File: src/rtl/sort_pkg.sv
// sort_pkg: shared widths, order flags and FSM
// encoding for the insertion-sort chain blocks.
package sort_pkg;

  localparam int DATA_W    = 32;
  localparam int FRAME_LEN = 8;
  localparam int CNT_W     = 9;
  localparam bit DESCEND   = 1'b0;
  localparam bit REVERSE   = 1'b0;

  typedef logic signed [DATA_W-1:0] word_t;
  typedef logic [CNT_W-1:0]         cnt_t;

  typedef enum logic [1:0] {
    IDLE,
    COLLECT,
    EMIT,
    DONE
  } state_e;

  // Equal neighbours never count as out of order.
  function automatic logic out_of_order(
    input logic  desc,
    input word_t prev,
    input word_t cur
  );
    return desc ? (cur > prev) : (cur < prev);
  endfunction

endpackage

File: src/rtl/sort_drain_if.sv
// sort_drain_if: block control, input/output FIFO
// ports and error count of the drain stage.
interface sort_drain_if;
  import sort_pkg::*;

  logic  ap_start;
  logic  ap_continue;
  logic  ap_done;
  logic  ap_idle;
  logic  ap_ready;
  word_t in_V_dout;
  logic  in_V_empty_n;
  logic  in_V_read;
  word_t out_V_din;
  logic  out_V_full_n;
  logic  out_V_write;
  cnt_t  err_cnt;

  modport master (
    output ap_start,
    output ap_continue,
    output in_V_dout,
    output in_V_empty_n,
    output out_V_full_n,
    input  ap_done,
    input  ap_idle,
    input  ap_ready,
    input  in_V_read,
    input  out_V_din,
    input  out_V_write,
    input  err_cnt
  );

  modport slave (
    input  ap_start,
    input  ap_continue,
    input  in_V_dout,
    input  in_V_empty_n,
    input  out_V_full_n,
    output ap_done,
    output ap_idle,
    output ap_ready,
    output in_V_read,
    output out_V_din,
    output out_V_write,
    output err_cnt
  );

endinterface

File: src/rtl/sort_drain_buf.sv
// sort_drain_buf: one-frame register array with a
// synchronous write port and a reversible comb read.
module sort_drain_buf
  import sort_pkg::*;
#(
  parameter bit REV = REVERSE
)(
  input  logic  clk,
  input  logic  we_i,
  input  cnt_t  waddr_i,
  input  word_t wdata_i,
  input  cnt_t  raddr_i,
  output word_t rdata_o
);

  localparam int   AW   = (FRAME_LEN > 2) ? $clog2(FRAME_LEN) : 1;
  localparam cnt_t LAST = cnt_t'(FRAME_LEN - 1);

  word_t mem_q [FRAME_LEN];
  cnt_t  ridx;
  logic  unused_hi;

  // Mirror the read index when replaying backwards.
  always_comb begin
    ridx = REV ? (LAST - raddr_i) : raddr_i;
  end

  assign unused_hi = ^{waddr_i[CNT_W-1:AW], ridx[CNT_W-1:AW]};

  // Frame storage; contents need no reset.
  always_ff @(posedge clk) begin
    if (we_i) mem_q[waddr_i[AW-1:0]] <= wdata_i;
  end

  assign rdata_o = mem_q[ridx[AW-1:0]];

endmodule

File: src/rtl/sort_drain.sv
// sort_drain: collects a frame from the last sort cell,
// counts order violations and replays it downstream.
module sort_drain
  import sort_pkg::*;
#(
  parameter bit DESC_ORD = DESCEND,
  parameter bit REV_ORD  = REVERSE
)(
  input logic         ap_clk,
  input logic         ap_rst,
  sort_drain_if.slave bus
);

  localparam cnt_t LAST = cnt_t'(FRAME_LEN - 1);
  localparam cnt_t SAT  = {CNT_W{1'b1}};

  state_e state_q, state_d;
  cnt_t   wr_idx_q, wr_idx_d;
  cnt_t   rd_idx_q, rd_idx_d;
  cnt_t   run_err_q, run_err_d;
  cnt_t   err_cnt_q, err_cnt_d;
  word_t  prev_q, prev_d;
  logic   first_q, first_d;
  word_t  rd_word;
  logic   pop, push, last_pop, last_push, viol;

  // Handshake qualifiers shared by FSM, datapath and outputs.
  always_comb begin
    pop       = (state_q == COLLECT) && bus.in_V_empty_n;
    push      = (state_q == EMIT) && bus.out_V_full_n;
    last_pop  = pop && (wr_idx_q == LAST);
    last_push = push && (rd_idx_q == LAST);
    viol      = pop && !first_q &&
                out_of_order(DESC_ORD, prev_q, bus.in_V_dout);
  end

  sort_drain_buf #(
    .REV (REV_ORD)
  ) u_buf (
    .clk     (ap_clk),
    .we_i    (pop),
    .waddr_i (wr_idx_q),
    .wdata_i (bus.in_V_dout),
    .raddr_i (rd_idx_q),
    .rdata_o (rd_word)
  );

  // State register.
  always_ff @(posedge ap_clk or posedge ap_rst) begin
    if (ap_rst) state_q <= IDLE;
    else        state_q <= state_d;
  end

  // Next-state logic; start is only sampled in IDLE.
  always_comb begin
    state_d = state_q;
    unique case (state_q)
      IDLE:    if (bus.ap_start)    state_d = COLLECT;
      COLLECT: if (last_pop)        state_d = EMIT;
      EMIT:    if (last_push)       state_d = DONE;
      DONE:    if (bus.ap_continue) state_d = IDLE;
      default:                      state_d = IDLE;
    endcase
  end

  // Strobes and data out, all decoded from current state.
  always_comb begin
    bus.ap_idle     = 1'b0;
    bus.ap_done     = 1'b0;
    bus.ap_ready    = last_pop;
    bus.in_V_read   = pop;
    bus.out_V_write = push;
    bus.out_V_din   = '0;
    unique case (state_q)
      IDLE:    bus.ap_idle   = 1'b1;
      EMIT:    bus.out_V_din = rd_word;
      DONE:    bus.ap_done   = 1'b1;
      default: ;
    endcase
  end

  assign bus.err_cnt = err_cnt_q;

  // Counter, checker and reported-count next values.
  always_comb begin
    wr_idx_d  = wr_idx_q;
    rd_idx_d  = rd_idx_q;
    run_err_d = run_err_q;
    err_cnt_d = err_cnt_q;
    prev_d    = prev_q;
    first_d   = first_q;
    if (state_q == IDLE && bus.ap_start) begin
      run_err_d = '0;
      first_d   = 1'b1;
    end
    if (pop) begin
      prev_d   = bus.in_V_dout;
      first_d  = 1'b0;
      wr_idx_d = last_pop ? '0 : wr_idx_q + 1'b1;
      if (viol && run_err_q != SAT)
        run_err_d = run_err_q + 1'b1;
    end
    if (push) begin
      rd_idx_d = last_push ? '0 : rd_idx_q + 1'b1;
      if (last_push) err_cnt_d = run_err_q;
    end
  end

  // Datapath registers.
  always_ff @(posedge ap_clk or posedge ap_rst) begin
    if (ap_rst) begin
      wr_idx_q  <= '0;
      rd_idx_q  <= '0;
      run_err_q <= '0;
      err_cnt_q <= '0;
      prev_q    <= '0;
      first_q   <= 1'b1;
    end else begin
      wr_idx_q  <= wr_idx_d;
      rd_idx_q  <= rd_idx_d;
      run_err_q <= run_err_d;
      err_cnt_q <= err_cnt_d;
      prev_q    <= prev_d;
      first_q   <= first_d;
    end
  end

endmodule
File: src/flat_wrapper.sv
// flat-port wrapper written by rule: the top's interface ports become plain ports
module sort_drain_flat import sort_pkg::*;
#(
  parameter bit DESC_ORD = DESCEND,
  parameter bit REV_ORD  = REVERSE
)
  (ap_clk, ap_rst, bus_ap_start, bus_ap_continue, bus_in_V_dout, bus_in_V_empty_n, bus_out_V_full_n, bus_ap_done, bus_ap_idle, bus_ap_ready, bus_in_V_read, bus_out_V_din, bus_out_V_write, bus_err_cnt);
  sort_drain_if bus_i ();
  input logic ap_clk;
  input logic ap_rst;
  input wire logic [$bits(bus_i.ap_start)-1:0] bus_ap_start;
  input wire logic [$bits(bus_i.ap_continue)-1:0] bus_ap_continue;
  input wire logic [$bits(bus_i.in_V_dout)-1:0] bus_in_V_dout;
  input wire logic [$bits(bus_i.in_V_empty_n)-1:0] bus_in_V_empty_n;
  input wire logic [$bits(bus_i.out_V_full_n)-1:0] bus_out_V_full_n;
  output wire logic [$bits(bus_i.ap_done)-1:0] bus_ap_done;
  output wire logic [$bits(bus_i.ap_idle)-1:0] bus_ap_idle;
  output wire logic [$bits(bus_i.ap_ready)-1:0] bus_ap_ready;
  output wire logic [$bits(bus_i.in_V_read)-1:0] bus_in_V_read;
  output wire logic [$bits(bus_i.out_V_din)-1:0] bus_out_V_din;
  output wire logic [$bits(bus_i.out_V_write)-1:0] bus_out_V_write;
  output wire logic [$bits(bus_i.err_cnt)-1:0] bus_err_cnt;
  assign bus_i.ap_start = bus_ap_start;
  assign bus_i.ap_continue = bus_ap_continue;
  assign bus_i.in_V_dout = bus_in_V_dout;
  assign bus_i.in_V_empty_n = bus_in_V_empty_n;
  assign bus_i.out_V_full_n = bus_out_V_full_n;
  assign bus_ap_done = bus_i.ap_done;
  assign bus_ap_idle = bus_i.ap_idle;
  assign bus_ap_ready = bus_i.ap_ready;
  assign bus_in_V_read = bus_i.in_V_read;
  assign bus_out_V_din = bus_i.out_V_din;
  assign bus_out_V_write = bus_i.out_V_write;
  assign bus_err_cnt = bus_i.err_cnt;
  sort_drain #(.DESC_ORD(DESC_ORD), .REV_ORD(REV_ORD)) u_core (.ap_clk(ap_clk), .ap_rst(ap_rst), .bus(bus_i));
endmodule
File: config.mk
export PLATFORM = sky130hd
export DESIGN_NAME = sort_drain_flat
export DESIGN_NICKNAME = d
export VERILOG_FILES = /design/src/rtl/sort_pkg.sv /design/src/rtl/sort_drain_if.sv /design/src/rtl/sort_drain_buf.sv /design/src/rtl/sort_drain.sv /design/src/flat_wrapper.sv
export SDC_FILE = /design/constraint.sdc
export NUM_CORES = 1
export LEC_CHECK = 0
export BUFFER_PORTS_ARGS = -buffer_cell sky130_fd_sc_hd__buf_2
export CORE_MARGIN = 4
export CORE_UTILIZATION = 35
export DETAILED_ROUTE_END_ITERATION = 6
export GPL_TIMING_DRIVEN = 1
export HOLD_SLACK_MARGIN = 0.15
export PLACE_DENSITY = 0.59
export SKIP_CTS_REPAIR_TIMING = 1
export SYNTH_ARGS = -nofsm -noshare
export SYNTH_HDL_FRONTEND = slang
export SYNTH_SLANG_ARGS = --single-unit
File: constraint.sdc
create_clock -name ap_clk -period 6 [get_ports ap_clk]
set_input_delay 0.6 -clock ap_clk [delete_from_list [all_inputs] [get_ports ap_clk]]
set_output_delay 0.6 -clock ap_clk [all_outputs]
set_load 0.05 [all_outputs]
==> results.sh, run 1 <==
export IMPL_status="finished clean"
export IMPL_fin_crit_sh=0.6329
export IMPL_clock_fmax_ghz=0.2633
export IMPL_crit_type="flip-flop to output port"
export IMPL_arrival_ps=3200
export IMPL_synth_area_per_cell_um2=16.73
export IMPL_r2r_slack_ps=3030
export IMPL_die_y_um=205.2
export IMPL_drc=0
export IMPL_worstSetupStartpointType="flip-flop"
export IMPL_slew_headroom=0.1759
export IMPL_fillCellCount=3458
export IMPL_ys_types=49
export IMPL_synth_ff_type="edfxtp_1"
export IMPL_worst_slew_pin_slew_ps=1233
export IMPL_synthesis_area_um2=13620
export IMPL_ys_seq_elements=327
export IMPL_globalRoute_totalOverflow=0
export IMPL_cp_slowest_stage_delay_ps=990
export IMPL_layout_drive_gt1_share=0.2484
export IMPL_cap_violations=0
export IMPL_grt_pass1_wl_mm=44.07
export IMPL_initial_utilization=0.3581
export IMPL_synth_cells=814
export IMPL_cts_buffer_depth=3
export IMPL_fp_dieArea_um2=42130
export IMPL_crit_buf_inv=2
export IMPL_io_buffers=83
export IMPL_crit_family="flip-flops"
export IMPL_grtUsageTotal=0.1342
export IMPL_r2r_cells=7
export IMPL_fp_dieW_um=205.2
export IMPL_synth_seq_area_share=0.6951
export IMPL_multi_input_area_um2=3890
export IMPL_clkLatencyLatePin_ps=510
export IMPL_synth_enable_flop_cells=256
export IMPL_final_hold_violation_count=0
export IMPL_routed_wl_mm=27.50
export IMPL_via_count=7068
export IMPL_layout_setup_ws_ps=2202
export IMPL_syn_num_nets=891
export IMPL_slew_viol_final=0
export IMPL_grt_start_max_net_pins=72
export IMPL_min_period_ps=3798
export IMPL_placementRows=71
export IMPL_final_util=0.4152
export IMPL_crit_start="u_core.rd_idx_q[0]$_DFFE_PP0P_"
export IMPL_htree_levels=2
export IMPL_r2r_end="u_core.u_buf.mem_q[4][12]$_DFFE_PP_"
export IMPL_io_pins=84
export IMPL_grt_antenna_before_repair=2
export IMPL_numCtsBuffers=36
export IMPL_register_area_um2=9472
export IMPL_drtAntennaViolNets=0
export IMPL_cts_root_buf="clkbuf_16"
export IMPL_clkSlewWorstSetupHoldPaths_ps=60
export IMPL_rsz0062_at_grt="false"
export IMPL_power_density_nw_per_um2=446.7
export IMPL_crit_slowest_cell="dfrtp_4"
export IMPL_cts_tree="built"
export IMPL_viasPerCell=4.878
export IMPL_cts_sinks=327
export IMPL_cp_max_fo=43
export IMPL_drt_iter0_markers=488
export IMPL_nets=989
export IMPL_finalSetupTns_ps=0
export IMPL_p_leak_nw=5.753
export IMPL_crit_chain="buf_4 > mux4_2 > mux2i_1 > nor2b_1 > buf_2"
export IMPL_routedWlPerCell_um=18.98
export IMPL_antenna_cells=0
export IMPL_drt_first_pass_iters=4
export IMPL_async_reset_ff_frac=0.2171
export IMPL_core_area_um2=38020
export IMPL_min_path_type="input port to asynchronous set/reset pin"
export IMPL_finalWeightedCongestion=0.7339
export IMPL_fin_worst_skew_ps=15.80
export IMPL_placed_cells=1385
export IMPL_post_dp_hpwl_mm=16.84
export IMPL_setup_viol_count_final=0
export IMPL_ir_worst_vdd_uv=209.8
export IMPL_total_power_mw=7.051
export IMPL_fin_cells=1449
export IMPL_grt_pass1_vias=7543
export IMPL_area_growth_syn_to_layout_pct=15.92
export IMPL_post_place_ws_ps=2590
export IMPL_cp_end_kind="output port"
export IMPL_cp_endpoint="bus_out_V_din[28]"
export IMPL_crit_cells=5
export IMPL_reg2reg_from="u_core.state_q[1]$_DFFE_PP0P_"
export IMPL_yosysWarnings=0
export IMPL_cp_required_ps=5400
[worst reg2reg max path, stage by stage (launching register included)]
cell,delay (ps)
dfrtp_1,400
inv_1,100
ha_1,190
nand2_1,280
inv_2,140
nand2_1,210
nor3_2,930
buf_4,390
[metal layers]
layer / wire length, um / global-route usage / up-vias
met4: 534 / 0.03469 / 4
li1: - / - / 3322
met3: 1226 / 0.02537 / 49
met5: 23 / 0 / -
met1: 12760 / 0.1938 / 3570
met2: 12960 / 0.2115 / 123
[cell type report]
class	count	share of cell area
sequential	327	0.6000
inverter	41	0.009750
multi-input combinational	411	0.2464
clock buffer	48	0.06460
tap	511	0.04050
timing repair buffer	95	0.03202
clock inverter	16	0.006658
[metrics by stage]
step                      instance area [um^2]  hold WS [ps]
after floorplan                          13620         446.7
after global placement                   14660         466.3
after detailed placement                 14660         477.7
after CTS                                15790         344.2
after global routing                     15790         363.7
final                                    15790         361.8
[flip-flops by register name, indices dropped and copies added, names as in the netlist]
| name | count |
|---|---|
| u_core.run_err_q | 9 |
| u_core.state_q | 2 |
| u_core.u_buf.mem_q | 256 |
| u_core.bus.err_cnt | 9 |
| u_core.wr_idx_q | 9 |
| u_core.first_q | 1 |
| u_core.prev_q | 32 |
| u_core.rd_idx_q | 9 |
[cells in the mapped netlist (7+ instances only)]
| library cell | n | area share |
|---|---|---|
| dfrtp_1 | 70 | 0.13 |
| nand2b_1 | 10 | 0.0046 |
| o21ai_0 | 41 | 0.015 |
| a21oi_1 | 15 | 0.0055 |
| nand2_1 | 64 | 0.018 |
| buf_1 | 7 | 0.0019 |
| nor2b_1 | 33 | 0.015 |
| nor2_1 | 10 | 0.0028 |
| nand3_1 | 16 | 0.0059 |
| mux2_1 | 9 | 0.0074 |
| nor3_1 | 8 | 0.0029 |
| mux4_2 | 64 | 0.11 |
| clkbuf_1 | 21 | 0.0058 |
| ha_1 | 39 | 0.036 |
| inv_1 | 38 | 0.010 |
| edfxtp_1 | 256 | 0.56 |
| mux2i_1 | 32 | 0.024 |
| xnor2_1 | 9 | 0.0058 |
[power by group]
group	switching, mW	internal (mW)	total (mW)
sequential	0.223	2.70	2.92
clock	0.846	1.24	2.08
combinational	1.23	0.813	2.05
total	2.30	4.75	7.05
[worst min-delay path by stage]
stage          slack (ps)                            from                           endpoint
2_1_floorplan         450  u_core.rd_idx_q[8]$_DFFE_PP0P_     u_core.rd_idx_q[8]$_DFFE_PP0P_
4_1_cts               340                    bus_ap_start         u_core.first_q$_DFFE_PP1P_
3_3_place_gp          470    u_core.prev_q[0]$_DFFE_PP0P_       u_core.prev_q[0]$_DFFE_PP0P_
3_5_place_dp          480  u_core.rd_idx_q[8]$_DFFE_PP0P_     u_core.rd_idx_q[8]$_DFFE_PP0P_
5_1_grt               360                    bus_ap_start         u_core.first_q$_DFFE_PP1P_
6_report              360                          ap_rst  u_core.bus.err_cnt[7]$_DFFE_PP0P_
[cell usage in the layout, fill, tap and decap left out, drive strengths merged, types with 3 or more instances in the layout]
master / Yosys / final
clkinv: 0 / 13
buf: 14 / 95
and3: 5 / 5
nor2b: 33 / 33
dfrtp: 70 / 70
nand2b: 10 / 10
a211oi: 4 / 4
nor3: 10 / 10
nand2: 64 / 64
o21ai: 47 / 47
inv: 41 / 42
edfxtp: 256 / 256
mux4: 64 / 64
nand4: 6 / 6
ha: 39 / 39
a31o: 6 / 6
nor4: 3 / 3
xnor2: 9 / 9
mux2: 9 / 9
nor2: 10 / 10
clkbuf: 21 / 48
nand3: 16 / 16
a21oi: 15 / 15
mux2i: 32 / 32
[cells by family after synthesis]
logic type | Yosys count | synth area share
flip-flops | 327 | 0.6951
AND/OR/NAND/NOR | 169 | 0.06313
multiplexers | 105 | 0.1368
AO/OA/AOI/OAI | 87 | 0.03869
buffers and inverters | 76 | 0.02279
adder cells (fa/ha/maj) | 39 | 0.03584
XOR/XNOR | 11 | 0.007627
No activity file was read; power rests on OpenSTA's default activity.
==> run 2, diff against run 1 <==
Clock period 6 ns to 3.77 ns, I/O delays scaled along.
==> run 2 against run 1 <==
  * Sequential share of layout area down 0.84 points
  * Setup slack worse by 1700 ps
  * Core utilization up 0.59 points
  * Design area up 1.4%
  * Non-clock buffer count up 11
  * Via count up 0.92%
  * Critical path type unchanged
  * Critical endpoint is now bus_ap_ready
  * Largest cell class unchanged
==> results.sh, run 2 (synthesized netlist as in run 1, its figures left out) <==
export IMPL_status="finished clean"
export IMPL_fin_crit_sh=0.8561
export IMPL_crit_family="simple AND/OR/NAND/NOR gates"
export IMPL_post_place_ws_ps=568.8
export IMPL_crit_chain="inv_1 > ha_1 > nand2_1 > inv_2 > and3_1 > and2_1 > buf_2"
export IMPL_fp_dieW_um=205.2
export IMPL_power_density_nw_per_um2=725.2
export IMPL_io_pins=84
export IMPL_reg2reg_from="u_core.prev_q[2]$_DFFE_PP0P_"
export IMPL_arrival_ps=2850
export IMPL_cap_violations=0
export IMPL_grt_pass1_wl_mm=44.48
export IMPL_antenna_cells=0
export IMPL_area_growth_syn_to_layout_pct=17.58
export IMPL_setup_viol_count_final=0
export IMPL_clkSlewWorstSetupHoldPaths_ps=60
export IMPL_fin_worst_skew_ps=16.96
export IMPL_place_area_um2=14780
export IMPL_placementRows=71
export IMPL_nets=1000
export IMPL_cts_buffer_depth=3
export IMPL_r2r_slack_ps=820
export IMPL_cp_required_ps=3390
export IMPL_layout_commonest_cell="edfxtp_1"
export IMPL_worst_slew_pin_slew_ps=906.0
export IMPL_rsz0062_at_grt="false"
export IMPL_p_leak_nw=5.840
export IMPL_largest_reg_flops=256
export IMPL_stdcell_area_um2=16010
export IMPL_drt_iter0_markers=431
export IMPL_finalWeightedCongestion=0.7720
export IMPL_fp_dieArea_um2=42130
export IMPL_clock_fmax_ghz=0.3098
export IMPL_layout_drive_gt1_share=0.2558
export IMPL_die_y_um=205.2
export IMPL_globalRoute_totalOverflow=0
export IMPL_finalSetupTns_ps=0
export IMPL_crit_buf_inv=3
export IMPL_via_count=7133
export IMPL_drtAntennaViolNets=0
export IMPL_initial_utilization=0.3581
export IMPL_drt_first_pass_iters=5
export IMPL_routed_wl_mm=28.58
export IMPL_crit_start="u_core.state_q[1]$_DFFE_PP0P_"
export IMPL_final_hold_violation_count=0
export IMPL_cp_max_fo=19
export IMPL_min_from="bus_ap_start"
export IMPL_fin_cells=1461
export IMPL_slew_viol_final=0
export IMPL_crit_slowest_cell="inv_2"
export IMPL_fillCellCount=3479
export IMPL_cts_root_buf="clkbuf_16"
export IMPL_routedWlPerCell_um=19.56
export IMPL_crit_type="flip-flop to output port"
export IMPL_slew_headroom=0.3960
export IMPL_cts_sinks=327
export IMPL_grt_antenna_before_repair=5
export IMPL_post_dp_hpwl_mm=17.29
export IMPL_min_period_ps=3227
export IMPL_placed_cells=1395
export IMPL_grt_pass1_vias=7537
export IMPL_grt_start_max_net_pins=67
export IMPL_grtUsageTotal=0.1366
export IMPL_ir_worst_vdd_uv=591.0
export IMPL_layout_common_cells="edfxtp_1, buf_2, dfrtp_1"
export IMPL_worstSetupStartpointType="flip-flop"
export IMPL_cp_end_kind="output port"
export IMPL_numCtsBuffers=36
export IMPL_viasPerCell=4.882
export IMPL_clkLatencyLatePin_ps=510
export IMPL_htree_levels=2
export IMPL_io_buffers=83
export IMPL_min_path_type="input port to flip-flop"
export IMPL_drc=0
export IMPL_core_area_um2=38020
export IMPL_cts_tree="built"
export IMPL_layout_setup_ws_ps=542.6
export IMPL_cp_slowest_stage_delay_ps=420
-- run 2: worst reg2reg max path, cell delays in order, from the launching register on --
cell     delay [ps]
dfrtp_1         350
inv_1            70
ha_1            240
a211o_1         300
a31oi_1         170
o31ai_1         120
a211o_1         350
a41oi_2         240
xor2_2          230
or2_2           440
a311o_1         340
-- run 2: layout make-up --
class | count | area, um^2 | share of cell area
clock buffers | 46 | 959.7 | 0.05994
clock inverters | 19 | 259.0 | 0.01618
inverters | 41 | 153.9 | 0.009612
multi-input cells | 411 | 3899 | 0.2435
flip-flops and latches | 327 | 9472 | 0.5916
well taps | 511 | 639.4 | 0.03993
repair buffers | 106 | 628.1 | 0.03923
-- run 2: per-layer routing --
metal,vias to the layer above,share of wire,global-route usage,routed length (um)
met5,-,0.0021,0,60
met4,8,0.014,0.02895,387
met3,42,0.050,0.02868,1428
met2,134,0.49,0.2241,13890
met1,3607,0.45,0.1904,12810
li1,3342,-,-,-
-- run 2: stage by stage --
step / util / total power [mW] / hold slack (ps)
2_1_floorplan: - / 7.198 / 446.7
3_3_place_gp: 0.3888 / 8.118 / 270.3
3_5_place_dp: 0.3888 / 8.163 / 267.6
4_1_cts: 0.4208 / 11.80 / -277.5
5_1_grt: 0.4211 / 12.26 / 170.2
6_report: 0.4211 / 11.61 / 147.4
-- run 2: path summary, 6_finish.rpt --
kind	to	depth (start not counted)
max in group asynchronous	u_core.rd_idx_q[0]$_DFFE_PP0P_	4
min reg2reg	u_core.rd_idx_q[8]$_DFFE_PP0P_	1
min in group asynchronous	u_core.bus.err_cnt[5]$_DFFE_PP0P_	3
max	bus_ap_ready	7
min	u_core.first_q$_DFFE_PP1P_	3
max reg2reg	u_core.run_err_q[5]$_DFF_PP0_	10
-- run 2: power breakdown --
part	internal, mW	switching (mW)	total, mW	leakage, nW
Sequential	4.29	0.245	4.54	3.22
Clock	2.22	1.38	3.60	0.573
Combinational	1.34	2.13	3.47	2.04
==> run 3, diff against run 2 <==
Settings changed: RECOVER_POWER from default to 100.
==> run 3 against run 2 <==
  * Die area did not move
  * Maximum frequency fell by 5.8%
  * Non-clock buffer count did not move
  * Final cell count did not move
  * Sequential cell count did not move
  * The flow now finishes with violations (max-capacitance violations, max-slew violations)
  * Combinational power fell by 2%
  * Via count rose by 0.49%
  * Clock skew barely moved
  * Setup slack got worse by 200 ps
  * Critical path type unchanged
  * Hold slack improved by 3.1 ps
  * Register-to-register slack got worse by 370 ps
==> results.sh, run 3 (synthesized netlist as in run 1, its figures left out) <==
export IMPL_status="complete, but fails checks"
export IMPL_violations="max-capacitance violations, max-slew violations"
export IMPL_multi_input_area_um2=3842
export IMPL_layout_common_cells="edfxtp_1, clkbuf_1, dfrtp_1"
export IMPL_post_dp_hpwl_mm=17.29
export IMPL_grt_start_max_net_pins=67
export IMPL_fillCellCount=3507
export IMPL_reg2reg_from="u_core.prev_q[2]$_DFFE_PP0P_"
export IMPL_slew_viol_final=110
export IMPL_layout_commonest_cell="edfxtp_1"
export IMPL_globalRoute_totalOverflow=0
export IMPL_min_period_ps=3425
export IMPL_p_sw_mw=3.736
export IMPL_final_hold_violation_count=0
export IMPL_finalWeightedCongestion=0.7720
export IMPL_io_buffers=83
export IMPL_drt_first_pass_iters=4
export IMPL_register_area_um2=9468
export IMPL_hold_ws_ps=150.6
export IMPL_routed_wl_mm=28.59
export IMPL_seqPwrFrac=0.393
export IMPL_grtUsageTotal=0.1366
export IMPL_finalSetupTns_ps=0
export IMPL_cap_violations=3
export IMPL_viasPerCell=4.906
export IMPL_cp_max_fo=15
export IMPL_worst_slew_pin_slew_ps=1745
export IMPL_clkSlewWorstSetupHoldPaths_ps=60
export IMPL_routedWlPerCell_um=19.57
export IMPL_power_frac_comb=0.294
export IMPL_core_area_um2=38020
export IMPL_internal_power_mw=7.791
export IMPL_cts_buffer_depth=3
export IMPL_clockPowerShare=0.313
export IMPL_area_growth_syn_to_layout_pct=16.05
export IMPL_setup_viol_count_final=0
export IMPL_cp_required_ps=3390
export IMPL_placementRows=71
export IMPL_die_y_um=205.2
export IMPL_grt_pass1_vias=7537
export IMPL_r2r_cells=10
export IMPL_min_from="bus_ap_start"
export IMPL_clkLatencyLatePin_ps=510
export IMPL_slew_headroom=-0.1635
export IMPL_cts_tree="built"
export IMPL_rsz0062_at_grt="false"
export IMPL_fin_crit_sh=0.9085
export IMPL_r2r_slack_ps=450
export IMPL_arrival_ps=3050
export IMPL_numCtsBuffers=36
export IMPL_min_path_cells=3
export IMPL_crit_type="flip-flop to output port"
export IMPL_fp_dieArea_um2=42130
export IMPL_htree_levels=2
export IMPL_cp_end_kind="output port"
export IMPL_netSwitchingFraction=0.3241
export IMPL_initial_utilization=0.3581
export IMPL_min_path_type="input port to flip-flop"
export IMPL_min_to="u_core.first_q$_DFFE_PP1P_"
export IMPL_largest_reg_flops=256
export IMPL_antenna_cells=0
export IMPL_grt_pass1_wl_mm=44.48
export IMPL_p_leak_nw=5.564
export IMPL_grt_antenna_before_repair=5
export IMPL_drt_iter0_markers=439
export IMPL_fp_dieW_um=205.2
export IMPL_io_pins=84
export IMPL_worstSetupStartpointType="flip-flop"
export IMPL_cts_sinks=327
export IMPL_cts_root_buf="clkbuf_16"
export IMPL_ir_worst_vdd_uv=579.6
export IMPL_fin_worst_skew_ps=16.55
export IMPL_via_count=7168
export IMPL_nets=1000
export IMPL_r2r_end="u_core.run_err_q[5]$_DFF_PP0_"
export IMPL_clock_fmax_ghz=0.2920
export IMPL_power_density_nw_per_um2=729.4
export IMPL_drc=0
export IMPL_drtAntennaViolNets=0
export IMPL_layout_drive_gt1_share=0.1695
## run 3: cell count changes in the layout (fill, tap and decap cells not counted), sizes merged
cell / previous run / this run
clkbuf: 46 / 134
buf: 105 / 17
## run 3: power by group through the flow
stage                     sequential, mW  clock, mW  combinational (mW)
final                               4.53       3.60                3.39
after global routing                4.57       3.86                3.74
after CTS                           4.54       3.69                3.56
after detailed placement            4.61          0                3.55
after global placement              4.60          0                3.52
after floorplan                     4.47          0                2.73
## run 3: final cells by class
type | instances | area share
Clock inverter | 19 | 0.01639
Sequential cell | 327 | 0.5991
Timing Repair Buffer | 106 | 0.03040
Multi-Input combinational cell | 411 | 0.2432
Inverter | 41 | 0.009739
Clock buffer | 46 | 0.06073
Tap cell | 511 | 0.04046
## run 3: worst max-delay path: stages, from the launching register on
cell and delay, ps:
dfrtp_1 1060, clkbuf_2 600, mux2i_1 240, nor2b_1 140, clkbuf_1 490
## run 3: how the worst max path moves through the flow
stage | start | to | slack, ps | depth (start not counted)
3_5_place_dp | bus_in_V_dout[2] | u_core.run_err_q[5]$_DFF_PP0_ | 570 | 10
3_3_place_gp | bus_in_V_dout[2] | u_core.run_err_q[7]$_DFF_PP0_ | 630 | 10
4_1_cts | u_core.state_q[1]$_DFFE_PP0P_ | bus_ap_ready | 520 | 7
5_1_grt | u_core.rd_idx_q[2]$_DFFE_PP0P_ | bus_out_V_din[16] | 160 | 4
2_1_floorplan | u_core.state_q[1]$_DFFE_PP0P_ | u_core.u_buf.mem_q[4][0]$_DFFE_PP_ | 30 | 6
6_report | u_core.rd_idx_q[2]$_DFFE_PP0P_ | bus_out_V_din[16] | 350 | 4
## run 3: through the flow
stage	power [mW]	cells	worst slack [ps]	area, um^2	utilization
2_1_floorplan	7.198	814	33.97	13620	-
3_3_place_gp	8.118	1395	625.2	14780	0.3888
3_5_place_dp	8.163	1395	568.8	14780	0.3888
4_1_cts	11.80	1460	515.7	16000	0.4208
5_1_grt	12.17	1461	156.7	15800	0.4156
6_report	11.53	1461	345.0	15800	0.4156
## run 3: routing by layer
layer | GRT usage | routed length [um] | up-vias
met5 | 0 | 54 | -
met4 | 0.02895 | 425 | 8
met3 | 0.02868 | 1291 | 46
met2 | 0.2241 | 13750 | 123
met1 | 0.1904 | 13070 | 3643
li1 | - | - | 3348
